--- config.mk ---
export PLATFORM = sky130hd
export DESIGN_NAME = ecdsa_sig_serializer
export DESIGN_NICKNAME = d
export VERILOG_FILES = /design/src/rtl/ecdsa_sig_serializer.sv
export SDC_FILE = /design/constraint.sdc
export NUM_CORES = 1
export LEC_CHECK = 0
export ABC_AREA = 1
export CAP_MARGIN = 20
export CORE_ASPECT_RATIO = 0.7
export CORE_MARGIN = 2
export CORE_UTILIZATION = 35
export CTS_CLUSTER_DIAMETER = 100
export CTS_CLUSTER_SIZE = 28
export DETAILED_ROUTE_END_ITERATION = 8
export PLACE_DENSITY_LB_ADDON = 0.05
export SETUP_SLACK_MARGIN = 0.5
export SLEW_MARGIN = 15
export SYNTH_ARGS = -nofsm -noshare
export SYNTH_HDL_FRONTEND = slang
export SYNTH_SLANG_ARGS = --single-unit
--- constraint.sdc ---
create_clock -name clk -period 1.9 [get_ports clk]
set_input_delay 0.38 -clock clk [delete_from_list [all_inputs] [get_ports clk]]
set_output_delay 0.38 -clock clk [all_outputs]
set_load 0.05 [all_outputs]
--- src/rtl/ecdsa_sig_serializer.sv ---
// Captures a {r,s} signature on sig_done, range-checks r,s in [1,n-1] then streams WORD_W words MSB first.
// First word valid 2 cycles after capture; words hold stable under !out_ready, one word per cycle otherwise.
module ecdsa_sig_serializer #(
  parameter int unsigned  WORD_W  = 32,
  parameter logic [255:0] CURVE_N = 256'hFFFFFFFFFFFFFFFFFFFFFFFFFFFFFFFEBAAEDCE6AF48A03BBFD25E8CD0364141,
  localparam int unsigned NUM_WORDS = 512 / WORD_W,
  localparam int unsigned IDX_W     = $clog2(NUM_WORDS)
) (
  input  logic              clk,
  input  logic              master_reset_n,
  input  logic [511:0]      sig_in,
  input  logic              sig_done,
  output logic              busy,
  output logic [WORD_W-1:0] out_data,
  output logic              out_valid,
  input  logic              out_ready,
  output logic              out_last,
  output logic [IDX_W-1:0]  out_idx,
  output logic              sig_invalid,
  output logic              overrun,
  input  logic              clr_overrun
);

  localparam logic [IDX_W-1:0] LAST_IDX = IDX_W'(NUM_WORDS - 1);
  localparam logic [IDX_W-1:0] IDX_ONE  = IDX_W'(1);

  typedef enum logic [1:0] {S_IDLE, S_CHECK, S_STREAM} state_t;

  state_t           r_state;
  logic [511:0]     r_shift;
  logic             r_chk_ph;
  logic             r_bad;
  logic             r_busy;
  logic             r_valid;
  logic             r_last;
  logic             r_invalid;
  logic             r_overrun;
  logic [IDX_W-1:0] r_idx;

  logic [255:0]     w_r;
  logic [255:0]     w_s;
  logic             w_bad;
  logic             w_fire;

  assign w_r    = r_shift[511:256];
  assign w_s    = r_shift[255:0];
  assign w_bad  = (w_r == '0) | (w_s == '0) | (w_r >= CURVE_N) | (w_s >= CURVE_N);
  assign w_fire = r_valid & out_ready;

  // The 256-bit magnitude compares are registered in the first CHECK cycle and acted on in the second.
  always_ff @(posedge clk or negedge master_reset_n) begin
    if (!master_reset_n) begin
      r_state   <= S_IDLE;
      r_shift   <= '0;
      r_chk_ph  <= 1'b0;
      r_bad     <= 1'b0;
      r_busy    <= 1'b0;
      r_valid   <= 1'b0;
      r_last    <= 1'b0;
      r_invalid <= 1'b0;
      r_overrun <= 1'b0;
      r_idx     <= '0;
    end else begin
      r_invalid <= 1'b0;

      if (sig_done && (r_state != S_IDLE)) begin
        r_overrun <= 1'b1;
      end else if (clr_overrun) begin
        r_overrun <= 1'b0;
      end

      case (r_state)
        S_IDLE: begin
          if (sig_done) begin
            r_shift  <= sig_in;
            r_state  <= S_CHECK;
            r_busy   <= 1'b1;
            r_chk_ph <= 1'b0;
          end
        end

        S_CHECK: begin
          if (!r_chk_ph) begin
            r_bad    <= w_bad;
            r_chk_ph <= 1'b1;
          end else begin
            r_chk_ph <= 1'b0;
            if (r_bad) begin
              r_invalid <= 1'b1;
              r_shift   <= '0;
              r_busy    <= 1'b0;
              r_state   <= S_IDLE;
            end else begin
              r_valid <= 1'b1;
              r_idx   <= '0;
              r_last  <= 1'b0;
              r_state <= S_STREAM;
            end
          end
        end

        S_STREAM: begin
          if (w_fire) begin
            r_shift <= r_shift << WORD_W;
            if (r_last) begin
              r_valid <= 1'b0;
              r_busy  <= 1'b0;
              r_last  <= 1'b0;
              r_idx   <= '0;
              r_state <= S_IDLE;
            end else begin
              r_idx  <= r_idx + IDX_ONE;
              r_last <= ((r_idx + IDX_ONE) == LAST_IDX);
            end
          end
        end

        default: begin
          r_state <= S_IDLE;
        end
      endcase
    end
  end

  assign busy        = r_busy;
  assign out_data    = r_shift[511 -: WORD_W];
  assign out_valid   = r_valid;
  assign out_last    = r_last;
  assign out_idx     = r_idx;
  assign sig_invalid = r_invalid;
  assign overrun     = r_overrun;

endmodule

==> impl_metrics.py, run 1 <==
metrics = {
    "outcome": {
        "status": "finished with violations",
        "violations": "negative setup slack",
    },
    "timing": {
        "setup_violations": 164,
        "min_period_ns": 1.97,
        "period_share_pct": 104,
        "drv_slew": 0,
        "fmax_mhz": 508,
        "whs_ns": 0.280,
        "fin_skew_ns": 0.0254,
        "relSlewSlack_pct": 68.4,
        "final_hold_viol_count": 0,
        "setup_tns_ns": -2.64,
        "fin_ws_ns": -0.0678,
        "worstMarginPinSlew_ns": 0.474,
        "rsz0062_at_grt": "true",
    },
    "floorplanning": {
        "ioPinCount": 558,
        "die-area_um2": 85500,
        "rows": 88,
        "die_h_um": 245,
        "floorplan.initialDensity_pct": 35.3,
        "core_area_um2": 82400,
        "die_x_um": 349,
    },
    "synthesis": {
        "yosys_most_used_dff": "dfrtp_1",
        "yosysWarnings": 0,
        "syn-cell-area_um2": 29100,
        "synth-edff-count": 0,
        "synth_cell_types": 34,
        "ys_ff_latch": 525,
        "syn-mean-instance-area_um2": 7.10,
        "synthCells": 4103,
        "async_flop_share_pct": 100,
        "syn_nets": 4625,
        "yosysSeqAreaShare_pct": 45.1,
    },
    "power": {
        "p_int_w": 0.0361,
        "p_per_area_nw_per_um2": 1740,
        "p_sw_share_pct": 47.6,
        "power_leakage_nw": 17.5,
        "peakVddDrop_mv": 0.905,
        "power_switching_w": 0.0328,
        "power_frac_clock_pct": 9.1,
        "p_seq_share_pct": 26.9,
        "comb_power_share_pct": 64.0,
    },
    "worst_setup_path": {
        "cpMaxStageDelayCell": "dfrtp_1",
        "r2r-start": "r_state[0]",
        "crit_chain": "inv_2, ha_2, inv_2, nand2_2, o211ai_4, buf_12, inv_16, buf_16, buf_12, buf_16, o21ai_1",
        "cp-start-kind": "flip-flop",
        "crit_fanout": 9,
        "crit_start": "r_state[0]",
        "critPathRequiredTime_ns": 2.44,
        "critPathKind": "reg2reg",
        "cp-end-kind": "flip-flop",
        "cp.arrival_ns": 2.51,
        "worst_path_dominant_cell_family": "buffers and inverters",
        "critPathMaxStageDelay_ns": 0.43,
        "crit_buf_inv": 7,
    },
    "detailed_routing": {
        "drc_errors": 0,
        "drtAntennaViolNets": 0,
        "first_pass_iters": 5,
        "via_count": 29410,
        "avgRoutedWirePerCell_um": 19.7,
        "wirelength_mm": 116,
        "viasPerCell": 4.99,
        "dr.first_iter.drc_count": 2369,
    },
    "cts": {
        "cts.root.buffer_cell": "clkbuf_16",
        "cts_max_path_buffers": 3,
        "clk_pin_slew_ns": 0.12,
        "cts_tree": "yes",
        "htreeDepth": 1,
        "clkLatencyLatePin_ns": 0.62,
        "cts.sinks": 525,
        "numCtsBuffers": 23,
    },
    "global_routing": {
        "grt_max_degree": 84,
        "overflow": 0,
        "grt_pass1_wl_mm": 174,
        "grt_pass1_vias": 28711,
        "antenna_found_initial": 4,
        "gr-usage-all-layers_pct": 26.6,
    },
    "cells_and_area": {
        "seqCellArea_um2": 13100,
        "num-nets-final": 5324,
        "fin_util_pct": 48.1,
        "num-fill-cells": 8345,
        "layout.cells.non_filler": 5888,
        "multi_input_area_um2": 12800,
        "drive_above_1_share_pct": 11.1,
        "syn2layout_area_growth_pct": 36.1,
    },
    "placement": {
        "numPortBuffers": 557,
        "dp.cells": 5827,
        "dpl.hpwl_mm": 90.7,
        "gp_congestion": 0.933,
    },
    "worst_hold_path": {
        "hp-class": "in2async",
    },
    "run": {
        "drv_cap": 0,
    },
}
[synthesized netlist by cell type (40+ instances only)]
master / number / share of area (%)
nor2_1: 239 / 3.1
inv_1: 518 / 6.7
o21ai_0: 654 / 11
buf_2: 74 / 1.3
nor3_1: 60 / 1.0
clkbuf_1: 108 / 1.4
nand3_1: 122 / 2.1
nand2_1: 1199 / 15
nand4_1: 142 / 3.1
buf_4: 40 / 1.0
o21ai_1: 292 / 5.0
dfrtp_1: 525 / 45
[layout by cell type (no fill, tap or decap), drive strengths merged]
master / netlist / final
a211oi: 1 / 1
a21oi: 18 / 18
a22o: 1 / 1
a31oi: 36 / 36
and3: 1 / 1
buf: 150 / 401
bufbuf: 0 / 8
clkbuf: 108 / 26
clkdlybuf4s50: 0 / 515
clkinv: 0 / 1
dfrtp: 525 / 525
diode: 0 / 4
dlygate4sd3: 0 / 1
ha: 5 / 5
inv: 522 / 528
nand2: 1201 / 1202
nand3: 122 / 122
nand3b: 3 / 3
nand4: 142 / 142
nor2: 242 / 242
nor2b: 2 / 2
nor3: 60 / 60
nor4: 6 / 6
o211ai: 2 / 2
o21ai: 946 / 946
o21bai: 2 / 2
o22ai: 1 / 1
o31ai: 1 / 1
or2: 4 / 4
xor2: 2 / 2
[flip-flops by register name, indices dropped and copies added (netlist names)]
signal	count
out_idx	4
r_shift	512
out_valid	1
sig_invalid	1
out_last	1
overrun	1
r_state	2
r_chk_ph	1
busy	1
r_bad	1
[power by group through the flow]
stage	sequential, W	combinational [W]	clock (W)
after floorplan	0.0180	0.0247	0
after global placement	0.0187	0.0396	0
after detailed placement	0.0187	0.0398	0
after CTS	0.0185	0.0436	0.00634
after global routing	0.0191	0.0488	0.00673
final	0.0185	0.0441	0.00625
[final cells by class]
| type | count | share of cell area (%) |
|---|---|---|
| tap | 1080 | 3.41 |
| timing repair inverter | 3 | 0.120 |
| clock buffer | 23 | 1.45 |
| antenna | 4 | 0.0253 |
| multi-input combinational | 2799 | 32.3 |
| clock inverter | 4 | 0.104 |
| inverter | 522 | 5.02 |
| timing repair buffer | 928 | 24.4 |
| sequential | 525 | 33.2 |
[stage by stage]
stage / area (um^2) / power (W) / setup slack [ns]
floorplan: 29300 / 0.0427 / 0.216
global placement: 38000 / 0.0582 / -0.451
detailed placement: 38000 / 0.0585 / -0.494
CTS: 39400 / 0.0684 / -0.0410
global route: 39600 / 0.0746 / -0.158
finish: 39600 / 0.0689 / -0.0678
[per-layer routing]
layer  routed length (um)  up-vias  track usage [%]
met5                    0        -                0
met4                 1720        0             4.44
met3                 6900       82             4.09
met2                51900      764             41.1
met1                55500    13990             39.5
li1                     -    14574                -
[cell families after synthesis]
family	share of synthesized area, %
AOI/OAI and AO/OA	17.6
xor gates and xnor gates	0.0602
adders and majority gates	0.215
buffers and inverters	11.8
DFF	45.1
and+or+nand+nor	25.2
[what timing repair did]
action	in CTS	in global routing
cloned	18	3
endpoints found under the hold margin	37	0
setup endpoints to repair	563	563
hold buffers	1	0
gates resized for setup	138	53
pin swaps	7	3
buffers inserted	7	1
[final timing paths]
check	to	slack [ns]	cells after the start
max	r_shift[304]	-0.07	11
min	r_shift[509]	0.28	2
max reg2reg	r_shift[304]	-0.07	11
min reg2reg	out_idx[3]	0.55	2
max in group asynchronous	r_shift[28]	0.76	3
min in group clk	r_shift[10]	0.32	3
[worst register-to-register path: stages, from the launching register on]
cell      delay [ns]
dfrtp_1         0.43
inv_2           0.06
ha_2            0.22
inv_2           0.08
nand2_2         0.07
o211ai_4        0.22
buf_12          0.20
inv_16          0.09
buf_16          0.16
buf_12          0.13
buf_16          0.14
o21ai_1         0.11
(Power assumes the default switching activity.)
==> inputs of run 2 (changes only) <==
HOLD_SLACK_MARGIN = 0.06   (was unset)
==> results of run 2 <==
Same layout as run 1: the final DEF is identical, and so are final timing and power.
